## src/rtl/pipeline_pkg.sv

```systemverilog
// Shared definitions for the pipeline-register family: mode constants and a
// width helper for pointers and occupancy counters.
package pipeline_pkg;

  localparam int BYPASS_OFF = 0;
  localparam int BYPASS_ON  = 1;

  // Bits needed to index n distinct values, never less than 1.
  function automatic int clog2_min1(input int n);
    int r;
    r = 0;
    while ((1 << r) < n) r++;
    return (r < 1) ? 1 : r;
  endfunction

endpackage

```

## src/rtl/pipeline_fifo_mem.sv

```systemverilog
// Depth x Width token storage: one synchronous write port, one asynchronous
// read port. Contents are not reset.
module pipeline_fifo_mem #(
  parameter int Width     = 8,
  parameter int Depth     = 2,
  parameter int AddrWidth = 1
) (
  input  logic                 clk,
  input  logic                 we,
  input  logic [AddrWidth-1:0] waddr,
  input  logic [Width-1:0]     wdata,
  input  logic [AddrWidth-1:0] raddr,
  output logic [Width-1:0]     rdata
);

  logic [Width-1:0] mem [Depth];

  always_ff @(posedge clk) begin
    if (we) mem[waddr] <= wdata;
  end

  assign rdata = mem[raddr];

endmodule

```

## src/rtl/pipeline_fifo.sv

```systemverilog
// Parametrised elastic buffer on the valid/backpressure channel, registered or
// fall-through. PIPELINE_FIFO_STATUS_EN adds almost_full and simulation checks.
module pipeline_fifo
  import pipeline_pkg::*;
#(
  parameter int Width           = 8,
  parameter int Depth           = 2,
  parameter int Bypass          = BYPASS_OFF,
  parameter int AlmostFullLevel = Depth - 1
) (
  input  logic                            clk,
  input  logic                            resetn,
  input  logic [Width-1:0]                d,
  input  logic                            d_valid,
  output logic                            d_bp,
  output logic [Width-1:0]                q,
  output logic                            q_valid,
  input  logic                            q_bp,
  output logic [clog2_min1(Depth+1)-1:0]  count
`ifdef PIPELINE_FIFO_STATUS_EN
  , output logic                          almost_full
`endif
);

  localparam int CW = clog2_min1(Depth + 1);
  localparam int PW = clog2_min1(Depth);
  localparam logic [CW-1:0] DEPTH_C = CW'(Depth);
  localparam logic [PW-1:0] LAST_C  = PW'(Depth - 1);

  if (Width < 1 || Depth < 1 || AlmostFullLevel < 0) begin : g_bad_params
    $error("pipeline_fifo: illegal parameter set");
  end

  logic [CW-1:0]    count_reg, count_next;
  logic [PW-1:0]    wr_ptr_reg, wr_ptr_next;
  logic [PW-1:0]    rd_ptr_reg, rd_ptr_next;
  logic [Width-1:0] mem_rdata;
  logic             empty, accept, emit, pass_through, wr_en, rd_en;

  pipeline_fifo_mem #(
    .Width     (Width),
    .Depth     (Depth),
    .AddrWidth (PW)
  ) u_mem (
    .clk   (clk),
    .we    (wr_en),
    .waddr (wr_ptr_reg),
    .wdata (d),
    .raddr (rd_ptr_reg),
    .rdata (mem_rdata)
  );

  assign empty = (count_reg == '0);
  // Backpressure comes only from the registered count, so q_bp never reaches d_bp.
  assign d_bp  = (count_reg == DEPTH_C);
  assign count = count_reg;

  if (Bypass == BYPASS_ON) begin : g_fall_through
    assign q_valid = empty ? (d_valid && resetn) : 1'b1;
    assign q       = empty ? d : mem_rdata;
  end else begin : g_registered
    assign q_valid = !empty;
    assign q       = mem_rdata;
  end

  assign accept       = d_valid && !d_bp;
  assign emit         = q_valid && !q_bp;
  assign pass_through = (Bypass == BYPASS_ON) && empty && accept && emit;
  assign wr_en        = accept && !pass_through;
  assign rd_en        = emit && !empty;

  always_comb begin
    wr_ptr_next = wr_ptr_reg;
    rd_ptr_next = rd_ptr_reg;
    count_next  = count_reg;
    // Explicit wrap so non-power-of-two depths work.
    if (wr_en) wr_ptr_next = (wr_ptr_reg == LAST_C) ? '0 : wr_ptr_reg + 1'b1;
    if (rd_en) rd_ptr_next = (rd_ptr_reg == LAST_C) ? '0 : rd_ptr_reg + 1'b1;
    case ({wr_en, rd_en})
      2'b10:   count_next = count_reg + 1'b1;
      2'b01:   count_next = count_reg - 1'b1;
      default: count_next = count_reg;
    endcase
  end

  always_ff @(posedge clk or negedge resetn) begin
    if (!resetn) begin
      count_reg  <= '0;
      wr_ptr_reg <= '0;
      rd_ptr_reg <= '0;
    end else begin
      count_reg  <= count_next;
      wr_ptr_reg <= wr_ptr_next;
      rd_ptr_reg <= rd_ptr_next;
    end
  end

`ifdef PIPELINE_FIFO_STATUS_EN
  logic             almost_full_reg;
  logic             held_reg;
  logic [Width-1:0] d_hold_reg;

  always_ff @(posedge clk or negedge resetn) begin
    if (!resetn) begin
      almost_full_reg <= 1'b0;
      held_reg        <= 1'b0;
    end else begin
      almost_full_reg <= (int'(count_next) >= AlmostFullLevel);
      held_reg        <= d_valid && d_bp;
    end
  end

  always_ff @(posedge clk) begin
    d_hold_reg <= d;
  end

  assign almost_full = almost_full_reg;

  // A refused token must be re-presented unchanged.
  always_ff @(posedge clk) begin
    if (resetn) begin
      assert (!(held_reg && d_valid && (d != d_hold_reg)));
      assert (count_reg <= DEPTH_C);
    end
  end
`endif

endmodule

```

## config.mk

```make
export PLATFORM = sky130hd
export DESIGN_NAME = pipeline_fifo
export DESIGN_NICKNAME = d
export VERILOG_FILES = /design/src/rtl/pipeline_pkg.sv /design/src/rtl/pipeline_fifo_mem.sv /design/src/rtl/pipeline_fifo.sv
export SDC_FILE = /design/constraint.sdc
export NUM_CORES = 1
export LEC_CHECK = 0
export CAP_MARGIN = 30
export CORE_ASPECT_RATIO = 1.25
export CORE_MARGIN = 8
export CORE_UTILIZATION = 30
export CTS_CLUSTER_SIZE = 8
export DETAILED_ROUTE_END_ITERATION = 10
export GPL_ROUTABILITY_DRIVEN = 0
export PLACE_DENSITY_LB_ADDON = 0.05
export SLEW_MARGIN = 20
export SYNTH_ARGS = -nofsm -noshare
export SYNTH_HDL_FRONTEND = slang
export SYNTH_SLANG_ARGS = --single-unit
export TNS_END_PERCENT = 50
```

## constraint.sdc

```tcl
create_clock -name clk -period 1.8 [get_ports clk]
set_clock_uncertainty 0.15 [all_clocks]
set_input_delay 0.45 -clock clk [delete_from_list [all_inputs] [get_ports clk]]
set_output_delay 0.45 -clock clk [all_outputs]
set_load 0.005 [all_outputs]
```

==> impl_results.md <==
* Outcome: finished with violations
* Failing checks: setup timing
* GRT Util Overall at 0.0720
* Fmax at 536 MHz
* Worst Hold Class: primary input to async pin
* Switching Fraction at 0.271
* DP Area at 1110 um2
* Ant diodes at 0
* PwrDens at 1540 nW/um2
* Crit path DAT at 1.26 ns
* Post-route cell area at 1250 um2
* P&R area growth vs syn at 59.5%
* Synth Instances at 43
* Tot Pwr at 1.93 mW
* CP top delay family: flip-flops
* Max Root-Sink Buffers at 2
* VDD IR max at 694 uV
* TNS Setup at -0.473 ns
* Post-Syn Nets at 56
* Max FFs per register at 16
* H-tree levels at 1
* Initial DRC Count at 11
* Number of cell rows at 20
* HPWL Detailed at 1.11 mm
* Slew Limit Fails at 0
* First-pass GRT wire length at 2.35 mm
* Slowest cell on crit path: dfrtp_2
* Count leader, synth: edfxtp_1
* Clock Pin Slew Worst Setup and Hold Paths at 0.10 ns
* Mean number of vias per cell at 4.11
* Final core occ at 0.509
* Die area at 4510 um2
* Most used cell, CP: buf_6
* Crit path buffers/inverters at 2
* CTS buffer count at 3
* Top_reg_cell synth: edfxtp_1
* Drt drc at 0
* Clock power share at 0.105
* Lkg Pwr at 0.529 nW
* RSZ-0062 raised after global routing: true
* WP data required at 1.20 ns
* CTS Hold Bufs at 0
* Max-Cap Viols at 0
* Share of the yosys chip area belonging to registers at 0.742
* Post-synth top area share at 0.614
* CP Cell Sequence: buf_6 -> mux2_4 -> buf_6
* Final Critical Period at 1.86 ns
* Remaining global-route overflow at 0
* Largest net degree at the start of global routing at 12
* Core area at 2450 um2
* Worst Max-Slew Pin Slew at 0.225 ns
* Top layer in use: met4
* P_int at 1.40 mW
* Final worst-path cycle share at 1.04
* Syn Std Cell Area at 782 um2
* Final setup fails at 9
* Top cells by area, synth: edfxtp_1 (61%), dfrtp_1 (13%), mux2_1 (12%)
* CP startpoint kind: register
* Vias in the first global route at 527
* Die width at 61.7 um
* #FFs+latches synth at 20
* Ys Warns at 0
* Slew headroom at 0.850
* Vias at 477
* Crit Path Max Fanout at 5
* Starting Density at 0.319
* Post-Route WL at 1.50 mm
* Routed Antenna Nets at 0
* CP Capture Type: primary output
* Later-pin clock latency in the skew report at 0.28 ns
* Mean post-synth cell area at 18.2 um2
* Synth top cells by count: edfxtp_1 (16), mux2_1 (8), dfrtp_1 (4)
* Routed length per placed instance at 13.0 um
* Synth area leader: edfxtp_1
* Initial antenna violation count at 0
* Final-stage net count at 97
* Clock sink count at 20
* Met2 wire length at 788 um
* I/O pin total at 24
* Pre-CTS setup slack at -0.201 ns
* CTS tree: built
* Worst Setup Path Type: register to primary output
* Final setup margin at -0.0650 ns
* Drt pass-1 iters at 2
* I/O Buffers at 23
* Chip height at 73.1 um
* Crit-path max cell delay at 0.43 ns
* NetSw at 0.521 mW
* Final hold vios at 0
* Post-synthesis async set-or-reset flop share at 0.200
* EDFF count, synth at 16
* Wire length on met3 at 93 um
* Met1 Routed Length at 612 um
* CTS root buffer: clkbuf_4
* Layout cell share with drive strength beyond 1 at 0.482
* Reg power frac at 0.371
* Combinational group share of total power at 0.524
* Cell variety after synth at 14
* Number of fill cells at 221
layout make-up:
class / instances / area, um2 / area share
clock buffers: 3 / 22.5 / 0.0181
flip-flops and latches: 20 / 583 / 0.467
clock inverters: 1 / 3.75 / 0.00301
inverters: 1 / 3.75 / 0.00301
well taps: 33 / 41.3 / 0.0331
repair buffers: 37 / 363 / 0.291
multi-input cells: 21 / 230 / 0.185
timing repair:
action                     CTS  global route
gates resized for setup     61             5
setup endpoints to repair   12            10
pin swaps                    1             0
buffers inserted             5             1
cell families (layout without fill, tap and decap cells):
group / count (synthesis) / in the layout / share of synthesized area
xor gates and xnor gates: 5 / 5 / 0.0560
adders and majority gates: 1 / 1 / 0.0160
buffers and inverters: 2 / 42 / 0.0112
DFF: 20 / 20 / 0.742
muxes: 8 / 8 / 0.115
and+or+nand+nor: 7 / 7 / 0.0592
through the flow:
stage / hold slack, ns / std cells
6_report: 0.220 / 116
5_1_grt: 0.210 / 116
4_1_cts: 0.220 / 115
3_5_place_dp: 0.330 / 106
3_3_place_gp: 0.329 / 106
2_1_floorplan: 0.00441 / 43
path summary, 6_finish.rpt:
check | slack, ns | cells after the start | end | from
setup / recovery | -0.06 | 3 | q[0] | rd_ptr_reg$_DFFE_PN0P_
hold / removal | 0.22 | 1 | count[0]$_DFFE_PN0P_ | resetn
setup reg to reg | 0.07 | 6 | count[1]$_DFFE_PN0P_ | count[1]$_DFFE_PN0P_
hold reg to reg | 0.35 | 1 | wr_ptr_reg$_DFFE_PN0P_ | wr_ptr_reg$_DFFE_PN0P_
max in group asynchronous | 1.08 | 1 | count[1]$_DFFE_PN0P_ | resetn
min in group clk | 0.35 | 1 | wr_ptr_reg$_DFFE_PN0P_ | wr_ptr_reg$_DFFE_PN0P_
power groups by stage:
| stage | sequential (mW) | clock [mW] | combinational, mW |
|---|---|---|---|
| floorplan | 0.705 | 0 | 0.325 |
| global placement | 0.740 | 0 | 0.727 |
| detailed placement | 0.744 | 0 | 0.727 |
| CTS | 0.710 | 0.214 | 0.976 |
| global route | 0.725 | 0.234 | 1.09 |
| finish | 0.714 | 0.203 | 1.01 |
per-layer routing:
layer,track usage,up-vias
li1,-,233
met1,0.0768,228
met2,0.122,14
met3,0.0247,2
met4,0.0305,0
met5,0,-
cells in the final DEF (no fill, tap or decap):
cell,netlist,layout
nor2b_4,1,1
mux2_4,0,8
clkbuf_2,0,1
xor2_1,2,2
and3_1,1,1
xnor2_1,3,3
nand2_1,1,1
nor2_1,2,2
clkdlybuf4s50_1,0,11
nand2b_4,0,1
dfrtp_1,4,2
edfxtp_1,16,16
dlygate4sd2_1,0,2
dfrtp_2,0,2
buf_6,0,12
clkbuf_4,0,3
buf_12,0,1
buf_4,0,10
or2_4,1,1
ha_1,1,1
clkinv_1,0,1
inv_1,1,1
Note: power is estimated with default switching activity, not from simulation.
